## src/rtl/mem_pkg.sv

```systemverilog
// Shared types and default sizing for the memory access sequencer.
package mem_pkg;

    typedef enum logic [1:0] {
        IDLE,
        ACCESS,
        RESP
    } state_t;

    localparam int MEM_WIDTH  = 8;
    localparam int MEM_ROWS   = 8;
    localparam int MEM_ADDR_W = 3;
    localparam int MEM_SETTLE = 2;

    // The settle counter only has to reach SETTLE-1, so SETTLE+1 states is plenty.
    function automatic int cnt_width(input int settle);
        return $clog2(settle + 1);
    endfunction

endpackage

```

## src/rtl/mem_access_ctrl_if.sv

```systemverilog
// Request/response handshake plus memory array word-line and bitline signals.
interface mem_access_ctrl_if
    import mem_pkg::*;
#(
    parameter int WIDTH  = MEM_WIDTH,
    parameter int ROWS   = MEM_ROWS,
    parameter int ADDR_W = MEM_ADDR_W
);

    logic              req_valid;
    logic              req_ready;
    logic              req_write;
    logic [ADDR_W-1:0] req_addr;
    logic [WIDTH-1:0]  req_wdata;
    logic [ROWS-1:0]   row_sel;
    logic              wr_en;
    logic [WIDTH-1:0]  wdata_out;
    logic [WIDTH-1:0]  rdata_in;
    logic              rsp_valid;
    logic              rsp_ready;
    logic [WIDTH-1:0]  rsp_rdata;
    logic              rsp_err;

    // Requester and memory array side.
    modport master (
        output req_valid, req_write, req_addr, req_wdata, rsp_ready, rdata_in,
        input  req_ready, row_sel, wr_en, wdata_out, rsp_valid, rsp_rdata, rsp_err
    );

    // Controller side.
    modport slave (
        input  req_valid, req_write, req_addr, req_wdata, rsp_ready, rdata_in,
        output req_ready, row_sel, wr_en, wdata_out, rsp_valid, rsp_rdata, rsp_err
    );

endinterface

```

## src/rtl/row_decoder.sv

```systemverilog
// Word address to one-hot row select; all-zero when disabled or out of range.
module row_decoder #(
    parameter int ROWS   = 8,
    parameter int ADDR_W = 3
) (
    input  logic [ADDR_W-1:0] addr,
    input  logic              en,
    output logic [ROWS-1:0]   sel
);

    // NOTE: default every always_comb output first so no latch is inferred.
    always_comb begin
        sel = '0;
        // Only rows 0..ROWS-1 exist, so an address >= ROWS matches nothing.
        for (int i = 0; i < ROWS; i++) begin
            sel[i] = en && (addr == ADDR_W'(i));
        end
    end

endmodule

```

## src/rtl/mem_access_ctrl.sv

```systemverilog
// Single-outstanding sequencer: decode, hold the row for SETTLE cycles, then respond.
module mem_access_ctrl
    import mem_pkg::*;
#(
    parameter int WIDTH  = MEM_WIDTH,
    parameter int ROWS   = MEM_ROWS,
    parameter int ADDR_W = MEM_ADDR_W,
    parameter int SETTLE = MEM_SETTLE
) (
    input logic              clk,
    input logic              rst_n,
    mem_access_ctrl_if.slave bus
);

    localparam int CNT_W = cnt_width(SETTLE);

    state_t           state;
    state_t           state_d;
    logic [CNT_W-1:0] cnt;
    logic             write_q;
    logic             err_q;
    logic             accept;
    logic             last_access;
    logic             rsp_done;
    logic             addr_err;
    logic [ROWS-1:0]  dec_sel;

    assign addr_err      = 32'(bus.req_addr) >= 32'(ROWS);
    assign bus.req_ready = (state == IDLE) && rst_n;

    row_decoder #(
        .ROWS   (ROWS),
        .ADDR_W (ADDR_W)
    ) u_row_decoder (
        .addr (bus.req_addr),
        .en   (accept),
        .sel  (dec_sel)
    );

    always_comb begin
        state_d     = state;
        accept      = 1'b0;
        last_access = 1'b0;
        rsp_done    = 1'b0;
        case (state)
            IDLE: begin
                if (bus.req_valid) begin
                    accept  = 1'b1;
                    state_d = ACCESS;
                end
            end
            ACCESS: begin
                if (cnt == CNT_W'(SETTLE - 1)) begin
                    last_access = 1'b1;
                    state_d     = RESP;
                end
            end
            RESP: begin
                if (bus.rsp_ready) begin
                    rsp_done = 1'b1;
                    state_d  = IDLE;
                end
            end
            default: state_d = IDLE;
        endcase
    end

    // NOTE: sequential state uses non-blocking assignments only.
    always_ff @(posedge clk) begin
        if (!rst_n) begin
            state <= IDLE;
        end else begin
            state <= state_d;
        end
    end

    always_ff @(posedge clk) begin
        if (!rst_n) begin
            cnt           <= '0;
            write_q       <= 1'b0;
            err_q         <= 1'b0;
            bus.row_sel   <= '0;
            bus.wr_en     <= 1'b0;
            bus.wdata_out <= '0;
            bus.rsp_valid <= 1'b0;
            bus.rsp_rdata <= '0;
            bus.rsp_err   <= 1'b0;
        end else if (accept) begin
            cnt           <= '0;
            write_q       <= bus.req_write;
            err_q         <= addr_err;
            bus.row_sel   <= dec_sel;
            bus.wr_en     <= bus.req_write && !addr_err;
            bus.wdata_out <= bus.req_wdata;
        end else if (last_access) begin
            // Dropping the row here gives the break-before-make gap through RESP.
            bus.row_sel   <= '0;
            bus.wr_en     <= 1'b0;
            bus.wdata_out <= '0;
            bus.rsp_valid <= 1'b1;
            bus.rsp_rdata <= (write_q || err_q) ? '0 : bus.rdata_in;
            bus.rsp_err   <= err_q;
        end else if (state == ACCESS) begin
            cnt <= cnt + 1'b1;
        end else if (rsp_done) begin
            bus.rsp_valid <= 1'b0;
            bus.rsp_rdata <= '0;
            bus.rsp_err   <= 1'b0;
        end
    end

endmodule

```

## src/flat_wrapper.sv

```systemverilog
// flat-port wrapper written by rule: the top's interface ports become plain ports
module mem_access_ctrl_flat import mem_pkg::*;
#(
    parameter int WIDTH  = MEM_WIDTH,
    parameter int ROWS   = MEM_ROWS,
    parameter int ADDR_W = MEM_ADDR_W,
    parameter int SETTLE = MEM_SETTLE
)
  (clk, rst_n, bus_req_valid, bus_req_write, bus_req_addr, bus_req_wdata, bus_rsp_ready, bus_rdata_in, bus_req_ready, bus_row_sel, bus_wr_en, bus_wdata_out, bus_rsp_valid, bus_rsp_rdata, bus_rsp_err);
  mem_access_ctrl_if #(.WIDTH(WIDTH), .ROWS(ROWS), .ADDR_W(ADDR_W)) bus_i ();
  input logic clk;
  input logic rst_n;
  input wire logic [$bits(bus_i.req_valid)-1:0] bus_req_valid;
  input wire logic [$bits(bus_i.req_write)-1:0] bus_req_write;
  input wire logic [$bits(bus_i.req_addr)-1:0] bus_req_addr;
  input wire logic [$bits(bus_i.req_wdata)-1:0] bus_req_wdata;
  input wire logic [$bits(bus_i.rsp_ready)-1:0] bus_rsp_ready;
  input wire logic [$bits(bus_i.rdata_in)-1:0] bus_rdata_in;
  output wire logic [$bits(bus_i.req_ready)-1:0] bus_req_ready;
  output wire logic [$bits(bus_i.row_sel)-1:0] bus_row_sel;
  output wire logic [$bits(bus_i.wr_en)-1:0] bus_wr_en;
  output wire logic [$bits(bus_i.wdata_out)-1:0] bus_wdata_out;
  output wire logic [$bits(bus_i.rsp_valid)-1:0] bus_rsp_valid;
  output wire logic [$bits(bus_i.rsp_rdata)-1:0] bus_rsp_rdata;
  output wire logic [$bits(bus_i.rsp_err)-1:0] bus_rsp_err;
  assign bus_i.req_valid = bus_req_valid;
  assign bus_i.req_write = bus_req_write;
  assign bus_i.req_addr = bus_req_addr;
  assign bus_i.req_wdata = bus_req_wdata;
  assign bus_i.rsp_ready = bus_rsp_ready;
  assign bus_i.rdata_in = bus_rdata_in;
  assign bus_req_ready = bus_i.req_ready;
  assign bus_row_sel = bus_i.row_sel;
  assign bus_wr_en = bus_i.wr_en;
  assign bus_wdata_out = bus_i.wdata_out;
  assign bus_rsp_valid = bus_i.rsp_valid;
  assign bus_rsp_rdata = bus_i.rsp_rdata;
  assign bus_rsp_err = bus_i.rsp_err;
  mem_access_ctrl #(.WIDTH(WIDTH), .ROWS(ROWS), .ADDR_W(ADDR_W), .SETTLE(SETTLE)) u_core (.clk(clk), .rst_n(rst_n), .bus(bus_i));
endmodule
```

## config.mk

```make
export PLATFORM = sky130hd
export DESIGN_NAME = mem_access_ctrl_flat
export DESIGN_NICKNAME = d
export VERILOG_FILES = /design/src/rtl/mem_pkg.sv /design/src/rtl/mem_access_ctrl_if.sv /design/src/rtl/row_decoder.sv /design/src/rtl/mem_access_ctrl.sv /design/src/flat_wrapper.sv
export SDC_FILE = /design/constraint.sdc
export NUM_CORES = 1
export LEC_CHECK = 0
export ABC_CLOCK_PERIOD_IN_PS = 2750
export CELL_PAD_IN_SITES_DETAIL_PLACEMENT = 0
export CELL_PAD_IN_SITES_GLOBAL_PLACEMENT = 1
export CORE_MARGIN = 3
export CORE_UTILIZATION = 34
export DETAILED_ROUTE_END_ITERATION = 6
export GPL_ROUTABILITY_DRIVEN = 0
export GPL_TIMING_DRIVEN = 1
export HOLD_SLACK_MARGIN = 0.05
export PLACE_DENSITY = 0.88
export SLEW_MARGIN = 20
export SYNTH_ARGS = -nofsm -noshare
export SYNTH_HDL_FRONTEND = slang
export SYNTH_HIERARCHICAL = 1
export SYNTH_SLANG_ARGS = --single-unit
```

## constraint.sdc

```tcl
create_clock -name clk -period 2.75 [get_ports clk]
set_input_delay 0.275 -clock clk [delete_from_list [all_inputs] [get_ports clk]]
set_output_delay 0.275 -clock clk [all_outputs]
set_load 0.03 [all_outputs]
```

==> results of run 1 <==
[metal layers]
layer / routed length [um] / vias to the layer above / share of wire / GRT usage
li1: - / 492 / - / -
met1: 1175 / 476 / 0.42 / 0.1565
met3: 141 / 4 / 0.051 / 0.03741
met2: 1416 / 27 / 0.51 / 0.2379
met5: 0 / - / 0 / 0
met4: 37 / 0 / 0.013 / 0.07614
[cells in the final DEF, fill, tap and decap left out, types with 2 or more instances in the layout]
| cell type | n |
|---|---|
| a22o_1 | 23 |
| o21ai_0 | 2 |
| clkbuf_4 | 5 |
| and4bb_1 | 2 |
| nand2_1 | 2 |
| and4b_2 | 2 |
| a21oi_1 | 3 |
| inv_1 | 2 |
| nor2b_1 | 2 |
| dfxtp_1 | 31 |
| nor2_1 | 4 |
| nor3b_1 | 2 |
| mux2i_1 | 2 |
| clkdlybuf4s50_1 | 50 |
[sequential cells by signal (all words and copies together), names as in the netlist]
signal                flops
u_core/bus.rsp_valid      1
u_core/write_q            1
u_core/bus.wdata_out      8
u_core/state              2
u_core/cnt                2
u_core/bus.wr_en          1
u_core/bus.rsp_rdata      8
u_core/bus.row_sel        8
[power by group]
| part | leakage, uW | internal [uW] | switching [uW] |
|---|---|---|---|
| clock | 0.0000341 | 118 | 142 |
| combinational | 0.000413 | 83.8 | 83.2 |
| sequential | 0.000252 | 468 | 15.6 |
| total | 0.000699 | 670 | 241 |
[area by class of cell]
type                    instances  area, um2
repair buffers                 50      500.5
clock buffers                   6      51.30
clock inverters                 1      5.005
flip-flops and latches         31      620.6
fillers                       327       1623
well taps                      46      57.56
multi-input cells              64      550.5
inverters                       2      7.507
[kinds of logic after synthesis]
logic type,after synthesis,synth area share
AOI/OAI and AO/OA,33,0.2278
DFF,31,0.5000
and+or+nand+nor,26,0.1794
buffers and inverters,9,0.05645
muxes,2,0.01613
adders and majority gates,1,0.01008
other,1,0.003021
xor gates and xnor gates,1,0.007058
[through the flow]
stage / setup WS [ns] / hold WS, ns / util / instances / total power, uW
after CTS: 0.6904 / 0.4844 / 0.5249 / 200 / 926.1
final: 0.7069 / 0.4792 / 0.5249 / 200 / 910.8
after global routing: 0.5969 / 0.5001 / 0.5249 / 200 / 963.0
after global placement: 0.7226 / 0.4537 / 0.5084 / 193 / 655.3
after floorplan: 1.018 / 0.4005 / - / 104 / 591.0
after detailed placement: 0.7109 / 0.4649 / 0.5084 / 193 / 662.6
[tightest hold or removal path, delay by kind of cell, from the launching register on]
family	cells	cell delay, ns
and+or+nand+nor	1	0.06
DFF	1	0.33
AOI/OAI and AO/OA	1	0.05
[path summary, 6_finish.rpt]
| path | to | slack (ns) | start |
|---|---|---|---|
| setup / recovery | bus_req_ready | 0.71 | rst_n |
| hold / removal | u_core/bus.rsp_valid | 0.48 | u_core/bus.rsp_valid |
| setup reg to reg | u_core/bus.row_sel[7] | 1.18 | u_core/state[0] |
| hold reg to reg | u_core/bus.rsp_valid | 0.48 | u_core/bus.rsp_valid |
==> qor.txt, run 1 <==
Placeable Area: 0.003416 mm2
Post-cts sizing count: 0
ANT cells: 0
Number of flops mapped to enable cells by yosys: 0
Hold buffers post-CTS: 0
Largest area contributor in the netlist: dfxtp_1
Crit-path slowest cell: clkdlybuf4s50_1
Critical path class: in -> out
RSZ-0062 raised after global routing: no
Mapped Cells: 104
Max-Slew Margin vs Limit: 0.6005
Avg Inst Size Synth: 11.93 um2
CP arrival: 1.77 ns
Pin count of the biggest net entering global routing: 17
WP buf/inv: 2
Detailed-route wire length per cell: 13.85 um
Highest Clock Rate: 0.4894 GHz
MaxCap Viol Count: 0
Dpl hpwl: 2129 um
Initial Util: 0.3634
CP peak stage delay: 0.71 ns
Final hold vios: 0
Die Span Y: 66.42 um
Status: completed
Crit path max fanout: 5
Register area share after synthesis: 0.5000
Maximum VDD drop: 0.2795 mV
TritonCTS sink count: 31
Prevailing post-synth register cell: dfxtp_1
Fin crit share: 0.7430
Startpoint class of the critical path: input pin
Worst clock skew: 0.008794 ns
FFs w/ async S/R, synth: 0
Via count: 999
Pleak: 0.0006993 uW
GRT Util Overall: 0.1398
# rows: 21
Final Instance Area: 0.001793 mm2
Tightest Pin Transition: 0.5992 ns
TritonCTS clock tree: done
Critical Path Stages: 3
Setup violations, final: 0
# nets final: 179
Vias in the first global route: 992
TritonCTS Buffers: 5
Flops & latches, synth: 31
CP top delay family: buffers and inverters
Via density per instance: 4.995
Setup TNS: 0 ns
Worst Reg-to-Reg Cells: 3
Area growth from synthesis to layout: 44.46%
Die ar.: 0.004412 mm2
CTS clk-pin slew, worst paths: 0.08 ns
Die Width: 66.42 um
Hold path depth: 2
CTS Root Buffer Type: clkbuf_4
PD cells: 508.0 mW/mm2
Layout cells sized above 1: 0.1169
Most common cell in the netlist: dfxtp_1
Most frequent CP cell: clkdlybuf4s50_1
WL final: 2770 um
IO Port Bufs: 50
Syn_nets: 129
Initial antenna violation count: 0
Io pins: 52
Mapped cell area: 0.001241 mm2
Fin crit period: 2.043 ns
Synth top area share: 0.5000
Hold crit path type: reg -> reg
Grt total ovfl: 0
Critical-path cell list: clkdlybuf4s50_1 > nor3b_1 > clkdlybuf4s50_1
Initial DRC Count: 44
Critical Path End Type: output port
Post CTS Setup Buffer Count: 0
Final ANT Viol Nets: 0
Commonest cells in the netlist: dfxtp_1 (31), a22o_1 (23), buf_6 (4), nor2_1 (4), a21oi_1 (3)
CP required: 2.48 ns
Post-DP Area: 0.001737 mm2
Pins Over Slew Limit: 0
Main area contributors after synthesis: dfxtp_1 (50%), a22o_1 (16%), buf_6 (3.6%)
Drt drc: 0
Bufs on Longest Clock Path: 2
Post-synthesis cell type count: 35
Drt pass-1 iters: 4
Clk Latency, worst-skew pair: 0.31 ns
Synth warn: 6
H-tree Lvls: 2
First-pass GRT wire length: 4595 um
Power figures use the tool's default switching activity.
==> run 2: changes to the inputs <==
Settings changed: ABC_CLOCK_PERIOD_IN_PS 2750 to 1900, CORE_UTILIZATION 34 to 31, PLACE_DENSITY 0.88 to 0.82.
Clock period 2.75 ns to 1.9 ns, I/O delays scaled along.
==> run 2 against run 1 <==
Net effect: first-iteration DRC count shrank 45%; via count up 1.6%; routed wire length down 2.9%; sequential power increased by 45%; utilization shrank 4.1 points; critical endpoint is now u_core/bus.row_sel[0]; largest cell class unchanged; highest routed layer unchanged.
==> qor.txt, run 2 (same netlist as run 1, synthesis figures left out) <==
Crit path max fanout: 11
Hold path depth: 1
Logic pwr share: 0.170
Initial DRC Count: 24
Sw Ratio: 0.2551
Die ar.: 0.004799 mm2
Fin crit period: 1.500 ns
Flop pwr share: 0.494
Pre-CTS WS: 0.1365 ns
Initial Util: 0.3291
Status: completed
Initial antenna violation count: 0
CP required: 2.12 ns
Placeable Area: 0.003771 mm2
Post CTS Setup Buffer Count: 0
# rows: 22
Startpoint class of the critical path: register
TritonCTS Buffers: 5
Met1 global-route usage: 0.1415
Most frequent cells in the layout: clkdlybuf4s50_1 (49), dfxtp_1 (31), a22o_1 (23), clkbuf_8 (5), nor2_1 (4)
Drt pass-1 iters: 3
Detailed-route wire length per cell: 13.19 um
Fin crit share: 0.7893
Critical path class: reg -> reg
Hold crit path type: reg -> reg
Die Width: 69.28 um
Final ANT Viol Nets: 0
Vias in the first global route: 1027
Worst Reg-to-Reg Cells: 3
IO Port Bufs: 50
Grt total ovfl: 0
Pleak: 0.0007140 uW
ANT cells: 0
Layout cells sized above 1: 0.1218
Final setup margin: 0.4003 ns
Post-cts sizing count: 0
Largest regs: u_core/bus.row_sel: 8 flops, u_core/bus.rsp_rdata: 8 flops, u_core/bus.wdata_out: 8 flops
Via density per instance: 4.975
Via count: 1015
TritonCTS clock tree: done
TritonCTS sink count: 31
Clock Power Share: 0.336
Final hold vios: 0
Io pins: 52
CTS Root Buffer Type: clkbuf_8
Dpl hpwl: 2012 um
Final Util: 0.4841
GR peak layer: met2
Die Span Y: 69.28 um
Clk Latency, worst-skew pair: 0.27 ns
First-pass GRT wire length: 4636 um
CP arrival: 1.72 ns
Drt drc: 0
Bufs on Longest Clock Path: 2
RSZ-0062 raised after global routing: no
Final std cells w/o fill: 204
Highest Clock Rate: 0.6668 GHz
Max-Slew Margin vs Limit: 0.6263
P_sw: 361.8 uW
Critical Path End Type: register
GR Util met3: 0.06957
Worst clock skew: 0.004763 ns
PD cells: 776.9 mW/mm2
WL final: 2690 um
Fin Hold WS: 0.4759 ns
Maximum VDD drop: 0.4591 mV
Placed Instances: 196
Tightest Pin Transition: 0.5581 ns
Pins Over Slew Limit: 0
Commonest non-fill, non-tap cell in the layout: clkdlybuf4s50_1
H-tree Lvls: 2
Setup TNS: 0 ns
Setup violations, final: 0
CTS clk-pin slew, worst paths: 0.06 ns
# nets final: 180
Area growth from synthesis to layout: 47.08%
Grt met2 use: 0.1875
MaxCap Viol Count: 0
Pin count of the biggest net entering global routing: 17
Hold buffers post-CTS: 0
Fillers: 341
GRT Util Overall: 0.1206
Internal power: 1056 uW
run 2: per-stage QoR:
| step | total power [uW] | cell area (um2) |
|---|---|---|
| 2_1_floorplan | 855.4 | 1241 |
| 3_3_place_gp | 951.6 | 1744 |
| 3_5_place_dp | 958.7 | 1744 |
| 4_1_cts | 1444 | 1826 |
| 5_1_grt | 1498 | 1826 |
| 6_report | 1418 | 1826 |
run 2: power by group through the flow:
stage / combinational, uW / clock [uW] / sequential (uW)
global route: 260 / 533 / 705
floorplan: 110 / 0 / 746
CTS: 244 / 499 / 701
finish: 242 / 476 / 701
detailed placement: 243 / 0 / 715
global placement: 239 / 0 / 713
run 2: critical path, stage by stage, from the launching register on:
cell     delay [ns]
dfxtp_1        0.43
nor3b_2        0.55
nor4b_2        0.33
a22o_4         0.14
run 2: worst paths after layout:
path,from,end,slack (ns)
min,u_core/bus.wdata_out[1],u_core/bus.wdata_out[1],0.48
min reg2reg,u_core/bus.wdata_out[1],u_core/bus.wdata_out[1],0.48
max reg2reg,u_core/state[0],u_core/bus.row_sel[0],0.40
max,u_core/state[0],u_core/bus.row_sel[0],0.40
run 2: routing by layer:
metal,wire length (um),part of all wire
met2,1263,0.47
met4,15,0.0056
met3,217,0.081
met5,0,0
met1,1193,0.44
run 2: layout make-up:
type / instances / area (um2) / share of cell area
multi-input cells: 64 / 550.5 / 0.3016
clock inverters: 1 / 5.005 / 0.002742
well taps: 48 / 60.06 / 0.03290
inverters: 2 / 7.507 / 0.004112
flip-flops and latches: 31 / 620.6 / 0.3400
repair buffers: 51 / 505.5 / 0.2769
clock buffers: 7 / 76.32 / 0.04181
==> run 3: changes to the inputs <==
Settings changed: ABC_CLOCK_PERIOD_IN_PS 1900 to 1500.
Clock period 1.9 ns to 1.5 ns, I/O delays scaled along.
==> run 3 against run 2 <==
Net effect: register-to-register slack got worse by 0.26 ns; combinational power up 34%; power is 35% higher; die area unchanged; setup slack got worse by 0.37 ns; non-clock buffer count increased by 3; sequential share of layout area fell by 1.3 points; critical path depth down 2; hold slack worse by 0.014 ns; via count about the same; utilization up 2.1 points; routed wire length rose by 6.5%; largest cell class unchanged; largest power group unchanged.
==> qor.txt, run 3 (same netlist as run 1, synthesis figures left out) <==
Drt drc: 0
Pins Over Slew Limit: 0
Post-DP Area: 0.001772 mm2
Final Instance Area: 0.001904 mm2
Io pins: 52
Min-delay src: bus_req_wdata[5]
P_sw: 471.7 uW
TritonCTS sink count: 31
CP arrival: 1.32 ns
ANT cells: 0
Crit path max fanout: 2
Die Width: 69.28 um
Pleak: 0.0007795 uW
Hold crit path type: in -> reg
First-pass GRT wire length: 4864 um
Die ar.: 0.004799 mm2
Status: completed
RSZ-0062 raised after global routing: no
PD cells: 1007 mW/mm2
Startpoint class of the critical path: register
Initial DRC Count: 13
TritonCTS clock tree: done
Bufs on Longest Clock Path: 2
Setup TNS: 0 ns
# nets final: 183
Detailed-route wire length per cell: 13.84 um
Fin crit share: 0.9775
Placed Instances: 199
Via count: 1014
Final ANT Viol Nets: 0
# rows: 22
Critical-path cell list: clkdlybuf4s50_1
Vias in the first global route: 1045
Endpoint with the worst hold slack: u_core/bus.wdata_out[5]
WL final: 2865 um
Crit-path slowest cell: clkdlybuf4s50_1
Most frequent cells in the layout: clkdlybuf4s50_1 (47), dfxtp_1 (29), a22o_1 (23), clkbuf_8 (7), buf_4 (5)
Initial Util: 0.3291
CP peak stage delay: 0.68 ns
Maximum VDD drop: 0.4431 mV
Hold buffers post-CTS: 0
Worst Reg-to-Reg Cells: 4
Worst clock skew: 0.003210 ns
Critical path class: reg -> out
Critical R2R Launch: u_core/cnt[0]
MaxCap Viol Count: 0
Met1 global-route usage: 0.1403
H-tree Lvls: 2
Flop pwr share: 0.465
Area growth from synthesis to layout: 53.43%
Post-cts sizing count: 1
Commonest non-fill, non-tap cell in the layout: clkdlybuf4s50_1
CP top delay family: buffers and inverters
Largest regs: u_core/bus.row_sel: 8 flops, u_core/bus.rsp_rdata: 8 flops, u_core/bus.wdata_out: 8 flops
Clk Latency, worst-skew pair: 0.27 ns
Final std cells w/o fill: 207
CTS clk-pin slew, worst paths: 0.06 ns
CTS Root Buffer Type: clkbuf_8
GR peak layer: met2
IO Port Bufs: 50
Grt met2 use: 0.2044
Logic pwr share: 0.170
Final hold vios: 0
Grt total ovfl: 0
WP buf/inv: 1
Die Span Y: 69.28 um
Dpl hpwl: 2098 um
Via density per instance: 4.899
Clock Power Share: 0.366
CP required: 1.35 ns
Initial antenna violation count: 0
Pin count of the biggest net entering global routing: 17
Critical Path End Type: output port
Highest Clock Rate: 0.6820 GHz
GRT Util Overall: 0.1253
TritonCTS Buffers: 5
Setup violations, final: 0
R2R Setup Slk: 0.14 ns
Fin crit period: 1.466 ns
Reg2reg end: u_core/bus.rsp_rdata[7]
Sw Ratio: 0.2460
GR Util met3: 0.06232
Internal power: 1446 uW
Layout cells sized above 1: 0.1824
Hold path depth: 2
Placeable Area: 0.003771 mm2
Fin Hold WS: 0.4616 ns
Drt pass-1 iters: 4
Post CTS Setup Buffer Count: 0
run 3: per-layer routing:
metal / part of all wire / vias to the layer above / wire length (um)
li1: - / 499 / -
met1: 0.45 / 471 / 1275
met4: 0.014 / 0 / 39
met2: 0.47 / 39 / 1345
met3: 0.071 / 5 / 204
met5: 0 / - / 0
run 3: how the worst max path moves through the flow:
stage,start,to,slack (ns),cells after the start
4_1_cts,u_core/bus.row_sel[0],bus_row_sel[0],0.02,1
3_3_place_gp,rst_n,u_core/bus.row_sel[5],-0.08,4
5_1_grt,u_core/bus.row_sel[0],bus_row_sel[0],0.003,1
3_5_place_dp,rst_n,u_core/bus.wdata_out[1],-0.13,4
2_1_floorplan,u_core/cnt[0],u_core/bus.row_sel[0],0.09,5
6_report,u_core/bus.row_sel[0],bus_row_sel[0],0.03,1
run 3: final cells by class:
type | instances | area, um2
repair buffers | 54 | 533.0
multi-input cells | 64 | 580.6
fillers | 335 | 1867
inverters | 2 | 7.507
well taps | 48 | 60.06
clock buffers | 8 | 100.1
flip-flops and latches | 31 | 623.1
run 3: worst reg2reg max path, delay by kind of cell, from the launching register on:
kind,cells,cell delay (ns)
flip-flops,1,0.39
AO/OA/AOI/OAI,1,0.27
AND/OR/NAND/NOR,2,0.39
adder cells (fa/ha/maj),1,0.21
run 3: power by group through the flow:
stage               Combinational (uW)  Sequential (uW)  Clock [uW]
floorplan                          140              945           0
global placement                   311              905           0
detailed placement                 318              906           0
CTS                                320              889         727
global route                       351              897         762
finish                             325              891         701
run 3: through the flow:
| step | setup WS (ns) | total power (uW) | utilization |
|---|---|---|---|
| 2_1_floorplan | 0.09418 | 1085 | - |
| 3_5_place_dp | -0.1342 | 1224 | 0.4698 |
| 5_1_grt | 0.002597 | 2009 | 0.5050 |
| 3_3_place_gp | -0.07960 | 1216 | 0.4698 |
| 4_1_cts | 0.02000 | 1936 | 0.4967 |
| 6_report | 0.03371 | 1918 | 0.5050 |
